File: src/rtl/mem_stage.sv
// mem_stage: memory-access pipeline stage.
// Latches one instruction from EX, issues at most one data-SRAM request for
// it, extracts/sign-extends load data and hands the result to WB.
//
// Handshake semantics (all interfaces):
//   EX  -> MEM : the EX bundle is taken on a rising edge where
//                EX_to_MEM & MEM_allowin.
//   MEM -> WB  : the result is handed over on a rising edge where
//                MEM_to_WB (= DONE & WB_allowin).
//   MEM -> SRAM: data_sram_req is asserted only in REQ and every request
//                field holds stable until a rising edge with data_sram_addr_ok;
//                the response is taken on the first data_sram_data_ok after
//                that (data_ok together with addr_ok counts as both).
module mem_stage (
  input  logic         clk,
  input  logic         rst,
  input  logic [144:0] EX_to_MEM_zip,
  input  logic [86:0]  EX_except_zip,
  input  logic         EX_to_MEM,
  input  logic         WB_allowin,
  input  logic         flush,
  output logic         MEM_allowin,
  output logic         MEM_to_WB,
  output logic [102:0] MEM_to_WB_reg,
  output logic [86:0]  MEM_except_reg,
  output logic         data_sram_req,
  output logic         data_sram_wr,
  output logic [1:0]   data_sram_size,
  output logic [31:0]  data_sram_addr,
  output logic [31:0]  data_sram_wdata,
  output logic [3:0]   data_sram_wstrb,
  input  logic         data_sram_addr_ok,
  input  logic         data_sram_data_ok,
  input  logic [31:0]  data_sram_rdata,
  output logic         front_valid,
  output logic [4:0]   front_addr,
  output logic [31:0]  front_data,
  output logic [1:0]   dbg_state
);

  typedef enum logic [1:0] {
    S_IDLE = 2'd0,
    S_REQ  = 2'd1,
    S_WAIT = 2'd2,
    S_DONE = 2'd3
  } state_t;

  state_t state;
  state_t state_nxt;

  // Latched copies of the EX bundles and the captured raw load word.
  logic [144:0] zip_r;
  logic [86:0]  exc_r;
  logic [31:0]  ld_data_r;

  // Field view of the latched bundle.
  logic        valid;
  logic [31:0] pc;
  logic [31:0] ir;
  logic        ld_b, ld_bu, ld_h, ld_hu, ld_w;
  logic        st_b, st_h, st_w;
  logic        mem_we, res_from_mem, gr_we;
  logic [31:0] rkd_value;
  logic [4:0]  rf_waddr;
  logic [31:0] result;

  assign valid        = zip_r[144];
  assign pc           = zip_r[143:112];
  assign ir           = zip_r[111:80];
  assign ld_b         = zip_r[79];
  assign ld_bu        = zip_r[78];
  assign ld_h         = zip_r[77];
  assign ld_hu        = zip_r[76];
  assign ld_w         = zip_r[75];
  assign st_b         = zip_r[74];
  assign st_h         = zip_r[73];
  assign st_w         = zip_r[72];
  assign mem_we       = zip_r[71];
  assign res_from_mem = zip_r[70];
  assign gr_we        = zip_r[69];
  assign rkd_value    = zip_r[68:37];
  assign rf_waddr     = zip_r[36:32];
  assign result       = zip_r[31:0];

  // Classification of the latched and of the incoming instruction.
  logic is_load;
  logic is_store;
  logic has_except;
  logic need_mem;
  logic in_valid;
  logic in_need_mem;

  assign is_load     = ld_b | ld_bu | ld_h | ld_hu | ld_w;
  assign is_store    = st_b | st_h | st_w;
  assign has_except  = |exc_r;
  assign need_mem    = (is_load | is_store) & ~has_except;
  assign in_valid    = EX_to_MEM_zip[144];
  assign in_need_mem = (|EX_to_MEM_zip[79:72]) & ~(|EX_except_zip);

  // Handshake strobes.
  logic capture;
  logic live;
  logic mem_done;

  assign MEM_to_WB   = (state == S_DONE) & WB_allowin;
  assign MEM_allowin = ((state == S_IDLE) & ~valid) | MEM_to_WB;
  assign capture     = EX_to_MEM & MEM_allowin;
  // An instruction stays live only while no flush is pending against it.
  assign live        = valid & ~flush;
  assign mem_done    = ((state == S_WAIT) & data_sram_data_ok) |
                       ((state == S_REQ) & data_sram_addr_ok & data_sram_data_ok);

  // State register.
  always_ff @(posedge clk or posedge rst) begin
    if (rst) begin
      state <= S_IDLE;
    end else begin
      state <= state_nxt;
    end
  end

  // Next-state logic; a flushed access still finishes its SRAM handshake.
  always_comb begin
    state_nxt = state;
    case (state)
      S_IDLE: begin
        if (live) begin
          state_nxt = need_mem ? S_REQ : S_DONE;
        end
      end
      S_REQ: begin
        if (data_sram_addr_ok) begin
          if (data_sram_data_ok) begin
            state_nxt = live ? S_DONE : S_IDLE;
          end else begin
            state_nxt = S_WAIT;
          end
        end
      end
      S_WAIT: begin
        if (data_sram_data_ok) begin
          state_nxt = live ? S_DONE : S_IDLE;
        end
      end
      S_DONE: begin
        if (MEM_to_WB) begin
          state_nxt = S_IDLE;
        end
      end
      default: state_nxt = S_IDLE;
    endcase
    // No handshake is outstanding in IDLE/DONE, so a flush drops at once.
    if (flush && ((state == S_IDLE) || (state == S_DONE))) begin
      state_nxt = S_IDLE;
    end
    // A newly accepted instruction starts its own sequence directly, which
    // gives single-cycle latency for non-memory instructions.
    if (capture) begin
      if (in_valid && !flush) begin
        state_nxt = in_need_mem ? S_REQ : S_DONE;
      end else begin
        state_nxt = S_IDLE;
      end
    end
  end

  assign dbg_state = state;

  // Input bundle capture; valid drops on flush or once handed to WB.
  always_ff @(posedge clk or posedge rst) begin
    if (rst) begin
      zip_r <= '0;
      exc_r <= '0;
    end else if (capture) begin
      zip_r <= {EX_to_MEM_zip[144] & ~flush, EX_to_MEM_zip[143:0]};
      exc_r <= EX_except_zip;
    end else if (flush || MEM_to_WB) begin
      zip_r[144] <= 1'b0;
    end
  end

  // Raw load word, captured when the response arrives and held until replaced.
  always_ff @(posedge clk or posedge rst) begin
    if (rst) begin
      ld_data_r <= '0;
    end else if (mem_done) begin
      ld_data_r <= data_sram_rdata;
    end
  end

  // Request fields are pure functions of the latched bundle, so they stay
  // stable for as long as the FSM sits in REQ.
  assign data_sram_req  = (state == S_REQ);
  assign data_sram_wr   = mem_we;
  assign data_sram_addr = result;

  // Access size: byte, half or word.
  always_comb begin
    data_sram_size = 2'd0;
    if (ld_h || ld_hu || st_h) begin
      data_sram_size = 2'd1;
    end else if (ld_w || st_w) begin
      data_sram_size = 2'd2;
    end
  end

  // Store data replicated across lanes and the matching byte enables.
  always_comb begin
    data_sram_wdata = rkd_value;
    data_sram_wstrb = 4'b0000;
    if (st_b) begin
      data_sram_wdata = {4{rkd_value[7:0]}};
      data_sram_wstrb = 4'b0001 << result[1:0];
    end else if (st_h) begin
      data_sram_wdata = {2{rkd_value[15:0]}};
      data_sram_wstrb = result[1] ? 4'b1100 : 4'b0011;
    end else if (st_w) begin
      data_sram_wdata = rkd_value;
      data_sram_wstrb = 4'b1111;
    end
  end

  // Load extraction from the held word, selected by the low address bits.
  logic [7:0]  ld_byte;
  logic [15:0] ld_half;
  logic [31:0] ld_value;
  logic [31:0] final_result;

  always_comb begin
    ld_byte  = 8'h00;
    ld_half  = result[1] ? ld_data_r[31:16] : ld_data_r[15:0];
    ld_value = ld_data_r;
    case (result[1:0])
      2'd0:    ld_byte = ld_data_r[7:0];
      2'd1:    ld_byte = ld_data_r[15:8];
      2'd2:    ld_byte = ld_data_r[23:16];
      default: ld_byte = ld_data_r[31:24];
    endcase
    if (ld_b) begin
      ld_value = {{24{ld_byte[7]}}, ld_byte};
    end else if (ld_bu) begin
      ld_value = {24'h000000, ld_byte};
    end else if (ld_h) begin
      ld_value = {{16{ld_half[15]}}, ld_half};
    end else if (ld_hu) begin
      ld_value = {16'h0000, ld_half};
    end
  end

  assign final_result = res_from_mem ? ld_value : result;

  // Forwarding: a load result is usable only once its data is back.
  assign front_valid = valid & gr_we & (~res_from_mem | (state == S_DONE));
  assign front_addr  = rf_waddr;
  assign front_data  = final_result;

  // WB-facing registers: load on handoff, bubble when WB drains, else hold.
  always_ff @(posedge clk or posedge rst) begin
    if (rst) begin
      MEM_to_WB_reg  <= '0;
      MEM_except_reg <= '0;
    end else if (MEM_to_WB) begin
      MEM_to_WB_reg  <= {valid, pc, ir, gr_we, rf_waddr, final_result};
      MEM_except_reg <= exc_r;
    end else if (WB_allowin) begin
      MEM_to_WB_reg  <= '0;
      MEM_except_reg <= '0;
    end
  end

endmodule
File: config.mk
export PLATFORM = sky130hd
export DESIGN_NAME = mem_stage
export DESIGN_NICKNAME = d
export VERILOG_FILES = /design/src/rtl/mem_stage.sv
export SDC_FILE = /design/constraint.sdc
export NUM_CORES = 1
export LEC_CHECK = 0
export ABC_AREA = 1
export ABC_CLOCK_PERIOD_IN_PS = 17200
export BUFFER_PORTS_ARGS = -buffer_cell sky130_fd_sc_hd__buf_2
export CAP_MARGIN = 20
export CORE_ASPECT_RATIO = 0.5
export CORE_MARGIN = 4
export CORE_UTILIZATION = 52
export DETAILED_ROUTE_END_ITERATION = 12
export GPL_TIMING_DRIVEN = 0
export HOLD_SLACK_MARGIN = 0.05
export PLACE_DENSITY = 0.87
export SLEW_MARGIN = 10
export SYNTH_ARGS = -nofsm -noshare
export SYNTH_HDL_FRONTEND = slang
export SYNTH_SLANG_ARGS = --single-unit
export TNS_END_PERCENT = 100
File: constraint.sdc
create_clock -name clk -period 17.2 [get_ports clk]
set_clock_uncertainty 0.15 [all_clocks]
set_input_delay 2.58 -clock clk [delete_from_list [all_inputs] [get_ports clk]]
set_output_delay 2.58 -clock clk [all_outputs]
set_load 0.005 [all_outputs]
==> results of run 1 <==
## worst max-delay path, stage by stage
cell	delay, ns
buf_2	0.11
nand2_1	0.34
clkinv_1	0.33
buf_2	0.37
buf_1	0.52
buf_2	0.22
## placed cells by master (no fill, tap or decap), types with 4 or more instances in the layout
cell type and n:
o22ai_1 7, buf_6 4, inv_1 187, nand3_1 36, o21ai_0 327, nor3_1 8
o21ai_1 18, diode_2 30, buf_2 620, nor2_1 191, a21boi_1 7, nand2_1 731
buf_4 50, clkbuf_8 8, clkbuf_16 41, a31oi_1 18, clkinv_2 6, ha_1 6
buf_1 7, a22o_1 44, dfrtp_1 456, nand3b_1 16, a21oi_1 48, clkbuf_1 73
## layer usage
| metal | global-route usage | share of wire | up-vias |
|---|---|---|---|
| met5 | 0 | 0.00037 | - |
| met2 | 0.5509 | 0.48 | 927 |
| met1 | 0.4445 | 0.39 | 9163 |
| li1 | - | - | 8505 |
| met4 | 0.1758 | 0.056 | 4 |
| met3 | 0.05571 | 0.077 | 234 |
## kinds of logic (layout without fill, tap and decap cells)
logic type / Yosys count / in the layout / share of synthesized area
flip-flops: 456 / 456 / 0.5818
AND/OR/NAND/NOR: 988 / 988 / 0.1962
multiplexers: 1 / 1 / 0.0005741
other: 0 / 30 / 0
adder cells (fa/ha/maj): 6 / 6 / 0.003828
AO/OA/AOI/OAI: 476 / 476 / 0.1337
buffers and inverters: 364 / 1011 / 0.08383
## synth_stat cells (4+ instances only)
| cell | n |
|---|---|
| a21boi_1 | 7 |
| a21oi_1 | 48 |
| a22o_1 | 44 |
| a31oi_1 | 18 |
| buf_1 | 7 |
| buf_2 | 46 |
| buf_4 | 50 |
| buf_6 | 4 |
| clkbuf_1 | 64 |
| dfrtp_1 | 456 |
| ha_1 | 6 |
| inv_1 | 188 |
| nand2_1 | 731 |
| nand3_1 | 36 |
| nand3b_1 | 16 |
| nor2_1 | 191 |
| nor3_1 | 8 |
| o21ai_0 | 327 |
| o21ai_1 | 18 |
| o22ai_1 | 7 |
## through the flow
stage                     worst slack, ns  hold WS [ns]  TNS (ns)
after CTS                           10.02        0.3267         0
after detailed placement            10.02        0.3101         0
after global routing                9.980        0.3462         0
after global placement             -2.794        0.3059  -1243.69
after floorplan                     1.758        0.2992         0
final                               9.973        0.3249         0
## report_power, final
part / leakage [uW] / switching (uW) / internal [uW] / total (uW)
clock: 0.000621 / 413 / 490 / 904
combinational: 0.00681 / 1120 / 651 / 1780
sequential: 0.00586 / 241 / 1460 / 1700
## worst paths after layout
check / slack (ns) / end / startpoint / depth (start not counted)
hold / removal: 0.32 / MEM_to_WB_reg[12] / MEM_to_WB_reg[12] / 2
setup / recovery: 9.97 / MEM_to_WB / WB_allowin / 6
hold reg to reg: 0.32 / MEM_to_WB_reg[12] / MEM_to_WB_reg[12] / 2
max in group asynchronous: 13.25 / exc_r[65] / rst / 4
min in group asynchronous: 2.01 / MEM_to_WB_reg[4] / rst / 2
setup reg to reg: 14.40 / zip_r[15] / dbg_state[1] / 8
## cell type report
| type | instances | area (um^2) | area share |
|---|---|---|---|
| sequential | 456 | 11410 | 0.4653 |
| multi-input combinational | 1471 | 6558 | 0.2674 |
| timing repair buffer | 577 | 2955 | 0.1205 |
| clock buffer | 58 | 1170 | 0.04770 |
| buffer | 171 | 917.1 | 0.03739 |
| inverter | 193 | 734.5 | 0.02995 |
| tap | 484 | 605.6 | 0.02469 |
| clock inverter | 12 | 100.1 | 0.004081 |
| antenna | 30 | 75.07 | 0.003061 |
==> out/metrics.csv, run 1 <==
stage,metric,value,unit
route,drt drc,0,
die,die extent in y,145.3,um
placement,port bufs,574,
timing,RSZ-0062 raised after global routing,false,
timing,Worst Tran Pin Value,0.8554,ns
placement,hpwl dp,53920,um
clocking,clk buf depth,3,
logic_synthesis,Post-synth top flop,dfrtp_1,
route,Initial DRC Count,1868,
grt,gr usage total,0.3397,
cells_and_area,max FFs per register,145,
grt,initial antenna violation count,31,
route,DRT Wirelength,70940,um
clocking,CTS Sinks,456,
timing,Slew Limit Headroom,0.4297,
power,pwr/cell area,178.6,nW/um^2
power,Leak,0.01329,uW
logic_synthesis,Synth cell types,34,
power,total power,4380,uW
cells_and_area,share of post-route cells with drive strength above 1,0.2556,
route,drt via density,5.456,
clocking,worst-skew pair later-pin latency,0.54,ns
critical_path,endpoint type of the worst setup path,primary output,
timing,Fin. Hold Viols,0,
die,Row Count,49,
logic_synthesis,"area leader, netlist",dfrtp_1,
grt,first-pass GRT wire length,108400,um
clocking,post-CTS sizing,0,
die,width of the die,282.7,um
critical_path,Setup crit start kind,primary input,
critical_path,Crit Path Class,primary input to primary output,
clocking,CTS buffer count,41,
placement,Post-DP Area,23180,um^2
grt,grt total ovfl,0,
clocking,Worst-path clk slew,0.06,ns
cells_and_area,Syn-to-layout area delta,25.05,%
cells_and_area,Final Instance Area,24530,um^2
logic_synthesis,share of the synthesized area in the top cell type,0.5818,
run,Max Cap Viol,0,
route,ANT nets after route,0,
die,io pins,575,
logic_synthesis,Ys Warns,0,
timing,final setup fails,0,
placement,GPL Wtd Cong,0.9625,
logic_synthesis,post-synthesis sequential area ratio,0.5818,
critical_path,"Req. time, crit path",14.47,ns
logic_synthesis,"FF+latch count, synth",456,
grt,largest net degree at the start of global routing,125,
run_status,status,"complete, no violations",
timing,post-route clock period utilization,0.4202,
route,via count,18830,
logic_synthesis,Gate Count Post-Synth,2291,
die,CORE AREA,36540,um^2
clocking,# hold bufs at CTS,0,
timing,f_max,138.4,MHz
clocking,number of H-tree levels,2,
timing,fin. max-slew vios,0,
clocking,Post-CTS Repair Setup Buffers,0,
route,routed length per instance,20.55,um
logic_synthesis,Avg Inst Size Synth,8.561,um^2
worst_hold_path,Hold Path Class,flip-flop to flip-flop,
logic_synthesis,largest cells by area after synthesis,"dfrtp_1 (58%), nand2_1 (14%), o21ai_0 (8.3%)",
cells_and_area,Final nets,3188,
clocking,CTS tree,done,
grt,number of global-route vias before repair,18570,
cells_and_area,Final Core Density,0.6712,
timing,Final min period,7.227,ns
critical_path,critical-path maximum fanout,10,
die,Die ar.,41080,um^2
critical_path,Worst EP arrival,4.50,ns
logic_synthesis,synthesized cell area,19610,um^2
logic_synthesis,asr flop ratio synth,1.000,
cells_and_area,post-route insts no fill,3452,
die,Initial Utilization,0.5367,
power,maximum VDD drop,73.96,uV
clocking,clock root buffer,clkbuf_16,
logic_synthesis,syn nets,2568,
cells_and_area,Fillers,2997,
logic_synthesis,"EDFF count, synth",0,
placement,Placed Instances,3352,
route,1st-pass router iterations,6,
Power figures use the tool's default switching activity.
==> run 2: changes to the inputs <==
- ABC_CLOCK_PERIOD_IN_PS: 17200 -> 6020
- CORE_UTILIZATION: 52 -> 47
- PLACE_DENSITY: 0.87 -> 0.83
- clock period: 17.2 -> 6.02 ns (I/O delays scaled with it)
==> out/metrics.csv, run 2 (synthesis results as in run 1) <==
stage,metric,value,unit,change
run_status,status,"complete, no violations",,
grt,grt total ovfl,0,,unchanged
timing,Slew Limit Headroom,0.4653,,+0.03551
grt,gr usage total,0.3113,,-0.02836
placement,port bufs,574,,unchanged
critical_path,Reg2Reg Setup Slack,3.09,ns,-11.31 ns
timing,Hold WS,0.2832,ns,-0.04169 ns
timing,post-route clock period utilization,0.6862,,
cells_and_area,Syn-to-layout area delta,27.06,%,
cells_and_area,max FFs per register,145,,unchanged
clocking,Worst-path clk slew,0.07,ns,about the same
run,Max Cap Viol,0,,unchanged
critical_path,worst r2r path cells,8,,unchanged
timing,final setup fails,0,,unchanged
cells_and_area,share of post-route cells with drive strength above 1,0.2587,,+0.003116
timing,final setup margin,1.889,ns,-8.084 ns
critical_path,crit path from,dbg_state[1],,
route,Initial DRC Count,1975,,+5.7%
timing,Fin. Hold Viols,0,,unchanged
critical_path,Crit Path Class,flip-flop to primary output,,
critical_path,endpoint type of the worst setup path,primary output,,
die,io pins,575,,unchanged
clocking,Post-CTS Repair Setup Buffers,0,,unchanged
critical_path,Setup crit start kind,flip-flop,,
clocking,# hold bufs at CTS,0,,unchanged
timing,fin. max-slew vios,0,,unchanged
power,maximum VDD drop,238.2,uV,+220%
grt,largest net degree at the start of global routing,41,,-67%
clocking,CTS Sinks,456,,unchanged
timing,Final min period,4.131,ns,
grt,initial antenna violation count,34,,+9.7%
route,1st-pass router iterations,6,,unchanged
power,pwr/cell area,511.7,nW/um^2,+190%
route,routed length per instance,20.79,um,+1.2%
die,CORE AREA,40790,um^2,+12%
critical_path,critical-path maximum fanout,10,,unchanged
cells_and_area,Final nets,3200,,+0.38%
timing,Worst Tran Pin Value,0.8021,ns,-0.05326 ns
clocking,worst-skew pair later-pin latency,0.56,ns,+0.02 ns
placement,Setup WS pre-CTS,2.238,ns,-7.785 ns
timing,RSZ-0062 raised after global routing,false,,
timing,f_max,242.1,MHz,
clocking,clk buf depth,3,,unchanged
clocking,CTS buffer count,42,,+2.4%
die,Initial Utilization,0.4808,,-0.05597
route,via count,18920,,+0.45%
die,width of the die,296.9,um,+5.0%
route,ANT nets after route,0,,unchanged
grt,first-pass GRT wire length,109800,um,+1.3%
die,die extent in y,152.4,um,+4.9%
critical_path,FF-to-FF Start,dbg_state[1],,
clocking,CTS tree,done,,
critical_path,r2r endpoint,zip_r[11],,
clocking,number of H-tree levels,2,,unchanged
critical_path,Worst EP arrival,3.08,ns,-1.42 ns
cells_and_area,"leading cell type in the layout, fill and taps excluded",nand2_1,,
route,drt drc,0,,unchanged
critical_path,"Req. time, crit path",4.97,ns,-9.50 ns
placement,hpwl dp,55820,um,+3.5%
power,Leak,0.01344,uW,+1.1%
clocking,post-CTS sizing,0,,unchanged
worst_hold_path,Hold Path Class,primary input to asynchronous set/reset pin,,
grt,number of global-route vias before repair,18350,,-1.1%
die,Die ar.,45260,um^2,+10%
die,Row Count,52,,+6.1%
clocking,clock root buffer,clkbuf_16,,
placement,GPL Wtd Cong,0.9485,,-1.5%
cells_and_area,Final Core Density,0.6109,,-0.06033
cells_and_area,most frequent cells in the layout,"nand2_1 (731), buf_2 (620), dfrtp_1 (456)",,
route,DRT Wirelength,73190,um,+3.2%
route,drt via density,5.374,,-1.5%
run 2: cell types whose count changed in the layout (fill, tap and decap cells not counted), moves of 2 or more:
cell | before | now
buf_12 | 0 | 12
bufinv_16 | 1 | 4
inv_6 | 2 | 0
clkinv_2 | 6 | 4
run 2: area by class of cell:
cell class,instances,area [um^2]
Buffer,171,917.1
Fill cell,3499,15870
Sequential cell,456,11410
Multi-Input combinational cell,1471,6558
Tap cell,540,675.6
Inverter,193,730.7
Clock buffer,58,1191
Clock inverter,12,191.4
Timing Repair Buffer,588,3168
Antenna cell,31,77.57
run 2: worst max-delay path by stage:
stage          slack [ns]  depth (start not counted)            endpoint
3_5_place_dp         2.24                          6           MEM_to_WB
6_report             1.89                          6           MEM_to_WB
4_1_cts              1.93                          6           MEM_to_WB
5_1_grt              1.79                          6           MEM_to_WB
3_3_place_gp        -3.69                          2  MEM_except_reg[64]
2_1_floorplan       -1.20                          1   MEM_except_reg[0]
run 2: worst max-delay path, cell delays in order (launching register included):
cell      delay [ns]
dfrtp_1         0.48
ha_1            0.24
nand2_1         0.35
clkinv_1        0.32
buf_2           0.33
buf_1           0.55
buf_2           0.23
run 2: through the flow:
stage | total power (uW) | instances | cell area [um^2] | TNS, ns
6_report | 12750 | 3520 | 24920 | 0
2_1_floorplan | 7622 | 2291 | 19620 | -548.13
5_1_grt | 13500 | 3520 | 24920 | 0
3_3_place_gp | 9688 | 3405 | 23160 | -1660.71
3_5_place_dp | 9862 | 3419 | 23460 | 0
4_1_cts | 12660 | 3489 | 24840 | 0
run 2: report_power, final:
group / internal, uW / leakage [uW] / switching, uW
Clock: 1560 / 0.000674 / 1220
Combinational: 1880 / 0.00691 / 3240
Sequential: 4170 / 0.00586 / 688
Total: 7610 / 0.0134 / 5140
run 2: metal layers:
metal  share of wire  GRT usage  vias up
met5         0.00020          0        -
met4           0.051     0.1525        2
met3           0.069    0.05083      237
met2            0.49     0.5213      912
met1            0.39     0.3982     9255
li1                -          -     8511
